[src/rtl/spi_slave_pkg.sv]
`default_nettype none
// ============================================================================
//  Module      : spi_slave_pkg
//  Description : Shared constants, state encoding and helpers for the SPI
//                responder and its SPI master counterpart.
//  Revision    : 1.0 - initial release
// ============================================================================
package spi_slave_pkg;

    // Frame width and idle pattern shared with the SPI master.
    localparam int                        SPI_DATA_WIDTH = 8;
    localparam logic [SPI_DATA_WIDTH-1:0] SPI_IDLE_WORD  = '1;

    // Link state: IDLE while the synchronized select is high.
    typedef enum logic [0:0] {
        ST_IDLE   = 1'b0,
        ST_ACTIVE = 1'b1
    } spi_state_e;

    // Width of a counter that must hold the values 0 .. w-1.
    function automatic int cnt_width(input int w);
        return (w <= 2) ? 1 : $clog2(w);
    endfunction

endpackage : spi_slave_pkg
`default_nettype wire

[src/rtl/spi_slave_sync_ff.sv]
`default_nettype none
// ============================================================================
//  Module      : sync_ff
//  Description : N-stage single-bit synchronizer with a configurable reset
//                value, used to bring the asynchronous SPI pins into clk.
//  Revision    : 1.0 - initial release
// ============================================================================
module sync_ff #(
    parameter int   STAGES    = 2,
    parameter logic RESET_VAL = 1'b0
) (
    input  logic clk,
    input  logic nrst,
    input  logic i_d,
    output logic o_q
);

    logic [STAGES-1:0] r_chain;

    // Shift the pin value through the flop chain; bit 0 is the capture flop.
    always_ff @(posedge clk or negedge nrst) begin
        if (!nrst) begin
            r_chain <= {STAGES{RESET_VAL}};
        end else begin
            r_chain <= {r_chain[STAGES-2:0], i_d};
        end
    end

    assign o_q = r_chain[STAGES-1];

endmodule : sync_ff
`default_nettype wire

[src/rtl/spi_slave.sv]
`default_nettype none
// ============================================================================
//  Module      : spi_slave
//  Description : SPI mode-0 responder, MSB first. Oversamples sck/ss_n/mosi
//                in the clk domain, strobes out received words and shifts
//                out words taken from a single-entry ready/valid buffer.
//  Revision    : 1.0 - initial release
// ============================================================================
module spi_slave
    import spi_slave_pkg::*;
#(
    parameter int                    DATA_WIDTH  = SPI_DATA_WIDTH,
    parameter int                    SYNC_STAGES = 2,
    parameter logic [DATA_WIDTH-1:0] IDLE_WORD   = '1
) (
    input  logic                  clk,
    input  logic                  nrst,
    input  logic                  sck,
    input  logic                  ss_n,
    input  logic                  mosi,
    output logic                  miso,
    output logic                  miso_t,
    input  logic [DATA_WIDTH-1:0] tx_data,
    input  logic                  tx_valid,
    output logic                  tx_ready,
    output logic [DATA_WIDTH-1:0] rx_data,
    output logic                  rx_valid,
    output logic                  tx_underrun
);

    localparam int                  c_CNT_W = cnt_width(DATA_WIDTH);
    localparam logic [c_CNT_W-1:0]  c_LAST  = c_CNT_W'(DATA_WIDTH - 1);

    // Synchronized pins
    logic w_sck_s;
    logic w_ss_s;
    logic w_mosi_s;

    sync_ff #(.STAGES(SYNC_STAGES), .RESET_VAL(1'b0)) u_sync_sck (
        .clk  (clk),
        .nrst (nrst),
        .i_d  (sck),
        .o_q  (w_sck_s)
    );

    sync_ff #(.STAGES(SYNC_STAGES), .RESET_VAL(1'b1)) u_sync_ss (
        .clk  (clk),
        .nrst (nrst),
        .i_d  (ss_n),
        .o_q  (w_ss_s)
    );

    sync_ff #(.STAGES(SYNC_STAGES), .RESET_VAL(1'b0)) u_sync_mosi (
        .clk  (clk),
        .nrst (nrst),
        .i_d  (mosi),
        .o_q  (w_mosi_s)
    );

    // State. The transmit shifter holds only the bits after the current MSB;
    // the MSB itself lives in the registered miso flop.
    spi_state_e              r_state;
    logic                    r_sck_d;
    logic                    r_ss_d;
    logic [c_CNT_W-1:0]      r_bit_cnt;
    logic [DATA_WIDTH-2:0]   r_rx_shift;
    logic [DATA_WIDTH-1:0]   r_rx_data;
    logic                    r_rx_valid;
    logic [DATA_WIDTH-2:0]   r_tx_shift;
    logic [DATA_WIDTH-1:0]   r_tx_buf;
    logic                    r_tx_full;
    logic                    r_tx_underrun;
    logic                    r_miso;

    // Edge strobes and derived control
    logic                    w_sck_rise;
    logic                    w_sck_fall;
    logic                    w_ss_fall;
    logic                    w_ss_rise;
    logic                    w_active;
    logic                    w_bit_shift;
    logic                    w_load;
    logic                    w_tx_wr;
    logic [DATA_WIDTH-1:0]   w_next_word;
    logic [DATA_WIDTH-1:0]   w_rx_next;

    assign w_sck_rise  =  w_sck_s & ~r_sck_d;
    assign w_sck_fall  = ~w_sck_s &  r_sck_d;
    assign w_ss_fall   = ~w_ss_s  &  r_ss_d;
    assign w_ss_rise   =  w_ss_s  & ~r_ss_d;

    // Deselect wins over any sck edge landing in the same cycle.
    assign w_active    = (r_state == ST_ACTIVE) & ~w_ss_rise;
    assign w_bit_shift = w_active & w_sck_fall & (r_bit_cnt != '0);

    // A word is loaded at select, and on the sck fall right after a word
    // completes so that back-to-back words flow under one select.
    assign w_load      = w_ss_fall | (w_active & w_sck_fall & (r_bit_cnt == '0));
    assign w_tx_wr     = tx_valid & ~r_tx_full;
    assign w_next_word = r_tx_full ? r_tx_buf : IDLE_WORD;
    assign w_rx_next   = {r_rx_shift, w_mosi_s};

    // Link FSM, receive shifter, transmit shifter and TX buffer.
    always_ff @(posedge clk or negedge nrst) begin
        if (!nrst) begin
            r_state       <= ST_IDLE;
            r_sck_d       <= 1'b0;
            r_ss_d        <= 1'b1;
            r_bit_cnt     <= '0;
            r_rx_shift    <= '0;
            r_rx_data     <= '0;
            r_rx_valid    <= 1'b0;
            r_tx_shift    <= '0;
            r_tx_buf      <= '0;
            r_tx_full     <= 1'b0;
            r_tx_underrun <= 1'b0;
            r_miso        <= 1'b1;
        end else begin
            r_sck_d       <= w_sck_s;
            r_ss_d        <= w_ss_s;
            r_rx_valid    <= 1'b0;
            r_tx_underrun <= 1'b0;

            // Receive side; a select edge suppresses sck edges in its cycle.
            if (w_ss_rise) begin
                r_state   <= ST_IDLE;
                r_bit_cnt <= '0;
            end else if (w_ss_fall) begin
                r_state   <= ST_ACTIVE;
            end else if (r_state == ST_ACTIVE && w_sck_rise) begin
                r_rx_shift <= w_rx_next[DATA_WIDTH-2:0];
                if (r_bit_cnt == c_LAST) begin
                    r_bit_cnt  <= '0;
                    r_rx_data  <= w_rx_next;
                    r_rx_valid <= 1'b1;
                end else begin
                    r_bit_cnt  <= r_bit_cnt + 1'b1;
                end
            end

            // Transmit side; a load sees the buffer as it was before any
            // write in the same cycle, and that write refills it.
            if (w_load) begin
                r_miso        <= w_next_word[DATA_WIDTH-1];
                r_tx_shift    <= w_next_word[DATA_WIDTH-2:0];
                r_tx_underrun <= ~r_tx_full;
                r_tx_full     <= w_tx_wr;
                if (w_tx_wr) begin
                    r_tx_buf  <= tx_data;
                end
            end else begin
                if (w_bit_shift) begin
                    r_miso     <= r_tx_shift[DATA_WIDTH-2];
                    r_tx_shift <= {r_tx_shift[DATA_WIDTH-3:0], 1'b0};
                end
                if (w_tx_wr) begin
                    r_tx_buf  <= tx_data;
                    r_tx_full <= 1'b1;
                end
            end
        end
    end

    assign miso        = r_miso;
    assign miso_t      = w_ss_s;
    assign tx_ready    = ~r_tx_full;
    assign rx_data     = r_rx_data;
    assign rx_valid    = r_rx_valid;
    assign tx_underrun = r_tx_underrun;

endmodule : spi_slave
`default_nettype wire

[config.mk]
export PLATFORM = sky130hd
export DESIGN_NAME = spi_slave
export DESIGN_NICKNAME = d
export VERILOG_FILES = /design/src/rtl/spi_slave_pkg.sv /design/src/rtl/spi_slave_sync_ff.sv /design/src/rtl/spi_slave.sv
export SDC_FILE = /design/constraint.sdc
export NUM_CORES = 1
export LEC_CHECK = 0
export BUFFER_PORTS_ARGS = -buffer_cell sky130_fd_sc_hd__buf_2
export CAP_MARGIN = 20
export CORE_UTILIZATION = 40
export CTS_BUF_LIST = sky130_fd_sc_hd__clkbuf_8 sky130_fd_sc_hd__clkbuf_16
export DETAILED_ROUTE_END_ITERATION = 10
export SYNTH_ARGS = -nofsm -noshare
export SYNTH_HDL_FRONTEND = slang
export SYNTH_SLANG_ARGS = --single-unit
export TNS_END_PERCENT = 100
[constraint.sdc]
create_clock -name clk -period 2.5 [get_ports clk]
set_input_delay 0.5 -clock clk [delete_from_list [all_inputs] [get_ports clk]]
set_output_delay 0.5 -clock clk [all_outputs]
set_load 0.05 [all_outputs]
Word-level counts from Yosys, hierarchy flattened
Cells that the tools add are included.

Equality and inequality tests: 2. Order comparisons: 0. $add $sub $neg: 1. Bitwise gates (word level): 17. Divide/modulo/power cells: 0. Shifts and indexed selects: 0. Reductions and logical operators: 10. Mux-type cells: 18. $mul: 0.

Operators with widths (count): two-way mux 7 bit (2); two-way mux 3 bit (4); two-way mux 1 bit (11); bitwise AND 1 bit (9); two-way mux 8 bit (1); nonzero test 2 bit (4); inverter 1 bit (7); AND reduction 4 bit (1); adder 3 x 1 -> 3 bit, second input constant (1); equality test 3 bit, second input constant (1); zero test 3 bit (1); AND reduction 3 bit (1); nonzero test 3 bit (1); != test 2 x 1 -> 1 bit, second input constant (1); AND reduction 2 bit (1); logical AND 1 bit (1); bitwise OR 1 bit (1).

Memory bits (writable): 0. Register bits after elaboration: 46. Memory bits (read-only): 0. Memories: 0. Output and inout bits: 13. Bits in latches: 0.

Longest topological paths before layout
Gate-level depths: netlist (run 1).

Word-level depth: 8. Gate-level depth with buffers: 7. Depth with buffers taken out: 5.

By module
From an unflattened synthesis (run 1), not the netlist that was laid out.

Cell total of the unflattened synthesis: 141. Area total of the unflattened synthesis: 1910.6 µm².

By module, submodules not included: spi_slave (times used 1, sequential area each 1003.5 µm², cells an instance 135, area an instance 1757.9 µm²); sync_ff at u_sync_mosi ... (times used 2, sequential area each 50.0 µm², cells an instance 2, area an instance 50.0 µm²); sync_ff at u_sync_ss (times used 1, sequential area each 52.6 µm², cells an instance 2, area an instance 52.6 µm²).

Least setup slack after synthesis (run 1)
OpenSTA, ideal clock, no wires.

Path type: register to register. From: reg u_sync_ss.r_chain[1]. To: reg r_rx_data[0] (netlist: rx_data[0]). Slack: 0.429 ns. Stages on the path, launching flop included: 7. Data required time: 2.375 ns. Arrival: 1.946 ns. Period minus slack after synthesis: 2.071 ns. Cells stage by stage: dfstp_2 > inv_1 > ha_1 > nand4b_4 > or2_1 > buf_6 > mux2_4.

Longest elaborated chain between the ends: 4.

Ends and longest elaborated chain: from (decl) (RTL line spi_slave_sync_ff.sv:18) `logic [STAGES-1:0] r_chain;`; from (signal assigned) (RTL line spi_slave_sync_ff.sv:23) `r_chain <= {STAGES{RESET_VAL}};`; from (signal assigned) (RTL line spi_slave_sync_ff.sv:25) `r_chain <= {r_chain[STAGES-2:0], i_d};`; inverter 1 bit (RTL line spi_slave.sv:89) `assign w_ss_fall = ~w_ss_s & r_ss_d;`; bitwise AND 1 bit (RTL line spi_slave.sv:89); inverter 1 bit (no source line); AND reduction 4 bit (no source line) (*); to (signal assigned) (RTL line spi_slave.sv:134) `r_rx_data <= w_rx_next;`; to (decl) (RTL line spi_slave.sv:67) `logic [DATA_WIDTH-1:0] r_rx_data;`.

Every way passes the cells marked *; elsewhere a longest branch is shown, timed or not. A chain may end at the register's enable or synchronous reset.

Final worst setup path (run 1)
From: reg u_sync_ss.r_chain[1]. To: reg r_rx_data[7] (netlist: rx_data[7]).

The elaborated chain is that of the path after synthesis.

==> impl_results.md, run 1 <==
- Outcome: finished, final reports clean
- Detailed Routing Iterations Pass 1: 2
- Post-Synthesis Cells: 140
- I/O Buffers: 26
- # hold bufs at CTS: 0
- R2R setup slack: 0.47 ns
- Die Area: 5270 um2
- Global placement routability congestion: 0.691
- Vias in the first global route: 1294
- Fraction of layout cells with a size suffix above 1: 42.4%
- Post-route setup TNS: 0 ns
- Postcts setup bufs: 0
- Final worst-path cycle share: 81.3%
- Int Pwr: 1.30 mW
- Clk_lat worst skew: 0.29 ns
- Worst Reg-to-Reg Cells: 5
- CTS buffer count: 5
- CP arrival: roughly 2.2 ns
- CP Data Required Time: 2.68 ns
- CP Launch Type: flip-flop
- Synth unique cells: 33
- Reg-to-Reg End: rx_data[7]$_DFFE_PN0P_
- Critical path class: reg2reg
- Initial antenna violation count: 0
- PostCTS Resize Cnt: 0
- Post-DRT Antenna Nets: 0
- Endpoint class of the critical path: flip-flop
- Max-cap check violation count: 0
- Worst slew pin tran: 0.673 ns
- Gr usage total: between 10% and 20%
- Post-route DRC: 0
- Chip Height: 72.6 um
- H-tree depth: 2
- Net switching power: between 0.5 and 0.6 mW
- Final core area utilization: 47.8%
- # nets final: 188
- Area Overhead vs Synth: 13.9%
- Largest net degree at the start of global routing: 47
- Register area: about 1200 um2
- Initial Util: 41.9%
- Mean post-synth cell area: 14.2 um2
- Core area: 4750 um2
- Skew final: 0.00520 ns
- FILL cells: 468
- Clk buf depth: 2
- Final Setup Violations: 0
- Clock network fraction of design power: around 23%
- Crit Reg-Reg Startpoint: u_sync_ss.r_chain[1]$_DFF_PN1_
- Setup crit end: rx_data[7]$_DFFE_PN0P_
- HP Class: in2async
- Post-route minimum period: 2.03 ns
- Peak Freq: 492 MHz
- Root Buffer: clkbuf_8
- Num rows: 25
- Synth Net Count: 159
- Clk pin slew, worst setup/hold paths: 0.08 ns
- CTS tree: done
- DP HPWL: 2170 um
- DRT iter0 DRCs: 49
- Commonest non-fill, non-tap cell in the layout: dfrtp_1
- Routed WL per cell: 13.1 um
- Worst Setup SP: u_sync_ss.r_chain[1]$_DFF_PN1_
- Switching Fraction: between 30% and 40%
- Sequential power share: 54.1%
- Yosys warnings: 0
- First-pass GRT wire length: 5530 um
- Total power: 1.87 mW
- Rel. slew slack: between 50 and 60%
- Die width: roughly 73 um
- RSZ-0062 raised after global routing: false
- Dpl ws: 0.474 ns
- Slew Limit Fails: 0
- Maximum VDD drop: 0.460 mV
- I/O pins: 27
- Multi-input logic area: 752 um2
- Final hold slack: 0.277 ns
- PD cells: 825 nW/um2
- Vias per cell: 5.00
- Grt total ovfl: 0
- Final hold violation count: 0
- Vias post-DR: between 1000 and 1500
- Crit-path max FO: 8
- Ant diodes: 0
- Synthesized cell area: 1990 um2
- Logic pwr share: 23.1%
- Post-synthesis register bit count: 46
- Post-Route WL: 3100 um
- Most frequent cells in the layout: 42 x dfrtp_1, 26 x buf_2, 12 x mux2_2
- Sequential area share after synthesis: 58.0%
- P_leak: 1.09 nW
- # clock sinks: 46
- Post-layout worst setup margin: 0.467 ns
-- state kept, by name (all words and copies together) (netlist names) --
register and count:
miso 1, r_bit_cnt 3, r_rx_shift 7, r_sck_d 1, r_ss_d 1, r_state 1
r_tx_buf 8, r_tx_full 1, r_tx_shift 7, rx_data 8, rx_valid 1, tx_underrun 1
u_sync_mosi.r_chain 2, u_sync_sck.r_chain 2, u_sync_ss.r_chain 2
-- worst min-delay path by stage --
| stage | cells past startpoint | slack (ns) | to |
|---|---|---|---|
| after floorplan | 0 | 0.20 | r_bit_cnt[0]$_DFFE_PN0P_ |
| after global placement | 0 | 0.33 | u_sync_sck.r_chain[1]$_DFF_PN0_ |
| after detailed placement | 0 | 0.34 | u_sync_sck.r_chain[1]$_DFF_PN0_ |
| after global routing | 1 | 0.29 | u_sync_ss.r_chain[0]$_DFF_PN1_ |
| final | 2 | 0.28 | rx_data[1]$_DFFE_PN0P_ |
| after CTS | 2 | 0.29 | rx_data[1]$_DFFE_PN0P_ |
-- cell usage after synthesis (all sizes together) --
master	n	area [um2]
a22o	2	17.5
o21ai	2	10.0
o31ai	8	100
nor2b	1	6.26
buf	3	27.5
nand2	1	3.75
clkbuf	4	15.0
nand4	1	6.26
nor3	2	10.0
a21o	1	7.51
nand4bb	1	11.3
nor4	1	6.26
mux2	23	289
o21bai	1	7.51
and2	2	12.5
a211oi	7	52.6
inv	7	26.3
dfstp	4	105
nor2	1	3.75
nand3	8	40.0
nand2b	1	6.26
nand4b	1	23.8
nand3b	1	7.51
or2	1	6.26
o2bb2ai	1	8.76
bufinv	1	17.5
nor3b	7	52.6
dfrtp	42	1050
ha	5	62.6
-- logic make-up (layout without fill, tap and decap cells) --
logic type	after synthesis	count (layout)	synth area share [%]
DFF	46	46	58.0
and+or+nand+nor	29	29	9.85
muxes	23	23	14.5
AOI/OAI and AO/OA	22	22	10.2
buffers and inverters	15	45	4.33
adders and majority gates	5	5	3.14
-- metrics by stage --
stage	area (um2)	cells
detailed placement	2190	229
global placement	2190	229
CTS	2270	237
floorplan	1990	140
finish	2270	237
global route	2270	237
-- cell type report --
| type | instances | share of cell area [%] |
|---|---|---|
| clock inverters | 3 | 0.606 |
| inverters | 8 | 1.93 |
| repair buffers | 29 | 6.72 |
| multi-input cells | 79 | 33.1 |
| flip-flops and latches | 46 | 50.9 |
| clock buffers | 5 | 3.03 |
| well taps | 67 | 3.69 |
-- critical path: stages, from the launching register on --
cell,delay [ns]
dfstp_2,0.56
inv_1,0.05
ha_1,0.34
nand4b_4,0.18
or2_1,0.43
mux2_4,0.35
-- layer usage --
| metal | global-route usage (%) | wire length (um) |
|---|---|---|
| met1 | 14.8 | 1340 |
| met2 | 25.0 | 1580 |
| met3 | 3.31 | 106 |
| met4 | 7.84 | 81 |
| met5 | 0 | 0 |
-- power groups by stage --
stage	sequential (mW)	clock [mW]	combinational, mW
after floorplan	1.04	0	0.324
after global routing	1.04	0.467	0.478
after CTS	1.02	0.444	0.442
final	1.01	0.427	0.433
after global placement	1.02	0	0.428
after detailed placement	1.03	0	0.441
Note: power is estimated with default switching activity, not from simulation.
==> run 2: changes to the inputs <==
==> constraint.sdc (replaced) <==
create_clock -name clk -period 1.7 [get_ports clk]
set_input_delay 0.34 -clock clk [delete_from_list [all_inputs] [get_ports clk]]
set_output_delay 0.34 -clock clk [all_outputs]
set_load 0.05 [all_outputs]
==> run 2 against run 1 <==
Effect of this change:
- via count increased by 2.8%
- routed wire length increased by 10%
- sequential power increased by 49%
- largest power group unchanged
==> impl_results.md, run 2 (synthesis gave the netlist of run 1 again) <==
- # clock sinks: 46 (unchanged)
- Post-route DRC: 0 (unchanged)
- Initial Util: 41.9% (unchanged)
- Skew final: 0.00811 ns (was 0.00520 ns)
- Critical path depth in cells: 5 (unchanged)
- Hold path depth: 1
- Largest net degree at the start of global routing: 31 (was 47)
- RSZ-0062 raised after global routing: true (was false)
- Slew Limit Fails: 0 (unchanged)
- Root Buffer: clkbuf_8 (unchanged)
- Area Overhead vs Synth: 20.1% (was 13.9%)
- CTS buffer count: 5 (unchanged)
- Grt total ovfl: 0 (unchanged)
- Detailed Routing Iterations Pass 1: 4 (was 2)
- Worst Reg-to-Reg Cells: 5 (unchanged)
- Die Area: 5270 um2 (unchanged)
- CP Launch Type: flip-flop (unchanged)
- Commonest non-fill, non-tap cell in the layout: dfrtp_1 (unchanged)
- P_leak: 1.15 nW (was 1.09 nW)
- Routed WL per cell: 13.8 um (was 13.1 um)
- Die width: 72.6 um (unchanged)
- Vias per cell: 4.93 (was 5.00)
- Post-layout worst setup margin: 0.00514 ns (was 0.467 ns)
- # nets final: 198 (was 188)
- Gr usage total: 14.9% (was 13.9%)
- Final hold violation count: 0 (unchanged)
- Fraction of layout cells with a size suffix above 1: 48.9% (was 42.4%)
- Vias in the first global route: 1331 (was 1294)
- Endpoint class of the critical path: flip-flop (unchanged)
- First-pass GRT wire length: 6020 um (was 5530 um)
- Crit-path max FO: 8 (unchanged)
- Num rows: 25 (unchanged)
- Crit-path leading delay family: flip-flops (was simple AND/OR/NAND/NOR gates)
- Clk_lat worst skew: 0.29 ns (about the same)
- Core area: 4750 um2 (unchanged)
- Clk buf depth: 2 (unchanged)
- Buf/Inv on CP: 1 (unchanged)
- PD cells: 1190 nW/um2 (was 825 nW/um2)
- Worst path cell trace: inv_2 -> ha_4 -> nand4b_4 -> or2_4 -> mux2_4 (was inv_1 -> ha_1 -> nand4b_4 -> or2_1 -> mux2_4)
- Worst slew pin tran: 0.420 ns (was 0.673 ns)
- CP arrival: 1.88 ns (was 2.21 ns)
- Clk pin slew, worst setup/hold paths: 0.08 ns (about the same)
- DRT iter0 DRCs: 23 (was 49)
- Final worst-path cycle share: 99.7% (was 81.3%)
- Cell Area, Placed: 2280 um2 (was 2190 um2)
- Postcts setup bufs: 0 (unchanged)
- Peak Freq: 590 MHz (was 492 MHz)
- FILL cells: 444 (was 468)
- CP Data Required Time: 1.88 ns (was 2.68 ns)
- Post-route cell area: 2390 um2 (was 2270 um2)
- Maximum VDD drop: 0.608 mV (was 0.460 mV)
- Rel. slew slack: 72.0% (was 55.0%)
- DP HPWL: 2530 um (was 2170 um)
- Post-route minimum period: 1.69 ns (was 2.03 ns)
- H-tree depth: 2 (unchanged)
- Ant diodes: 0 (unchanged)
- Slowest stage cell, crit path: dfstp_2 (unchanged)
- I/O Buffers: 26 (unchanged)
- Dpl ws: -0.154 ns (was 0.474 ns)
- Post-DRT Antenna Nets: 0 (unchanged)
- Final core area utilization: 50.4% (was 47.8%)
- HP Class: in2reg (was in2async)
- Max-cap check violation count: 0 (unchanged)
- Outcome: finished, final reports clean (unchanged)
- Final Setup Violations: 0 (unchanged)
- Most frequent cells in the layout: 42 x dfrtp_1, 26 x buf_2, 12 x mux2_2 (unchanged)
- Global placement routability congestion: 0.796 (was 0.691)
- Critical path class: reg2reg (unchanged)
- I/O pins: 27 (unchanged)
- Initial antenna violation count: 0 (unchanged)
- Vias post-DR: 1217 (was 1184)
- Chip Height: 72.6 um (unchanged)
- Post-Route WL: 3410 um (was 3100 um)
- CTS tree: done (unchanged)
- Max stage delay on crit path: 0.54 ns (was 0.56 ns)
run 2: repair_timing:
item | 4_1_cts | 5_1_grt
gates resized for setup | 4 | 3
endpoints found under the hold margin | 16 | 0
hold buffers | 1 | 0
endpoints found under the setup margin | 16 | 16
run 2: area by class of cell:
class,instances,area (um2),share of cell area [%]
repair buffers,39,243,10.1
multi-input cells,79,782,32.7
inverters,8,43.8,1.83
clock inverters,3,17.5,0.731
clock buffers,5,68.8,2.87
flip-flops and latches,46,1160,48.3
well taps,67,83.8,3.50
run 2: power by group:
part           switching, mW  leakage (nW)  internal (mW)  total [mW]
Sequential             0.154         0.570           1.35        1.50
Clock                  0.344        0.0493          0.284       0.628
Combinational          0.378         0.529          0.333       0.710
Total                  0.876          1.15           1.96        2.84
run 2: layer usage:
metal,up-vias,share of wire (%),GRT usage (%)
li1,583,-,-
met1,604,46,19.5
met4,0,1.6,5.88
met5,-,0,0
met2,25,50,24.4
met3,5,3.1,2.90
run 2: path summary, 6_finish.rpt:
path / startpoint / end / slack (ns)
worst max register to register: u_sync_ss.r_chain[1]$_DFF_PN1_ / rx_data[4]$_DFFE_PN0P_ / 0.005
worst max-delay path: u_sync_ss.r_chain[1]$_DFF_PN1_ / rx_data[4]$_DFFE_PN0P_ / 0.005
max in group asynchronous: nrst / u_sync_ss.r_chain[0]$_DFF_PN1_ / 0.62
min in group asynchronous: nrst / r_bit_cnt[0]$_DFFE_PN0P_ / 0.51
worst min register to register: u_sync_mosi.r_chain[0]$_DFF_PN0_ / u_sync_mosi.r_chain[1]$_DFF_PN0_ / 0.36
worst min-delay path: ss_n / u_sync_ss.r_chain[0]$_DFF_PN1_ / 0.15
run 2: metrics by stage:
step	cells	TNS, ns	power [mW]	hold slack (ns)
6_report	247	0	2.84	0.149
5_1_grt	247	-0.215	3.02	0.134
4_1_cts	247	-0.00412	2.87	0.137
3_5_place_dp	238	-1.43	2.22	0.299
3_3_place_gp	238	-0.809	2.17	0.288
2_1_floorplan	140	-2.70	2.00	0.0444
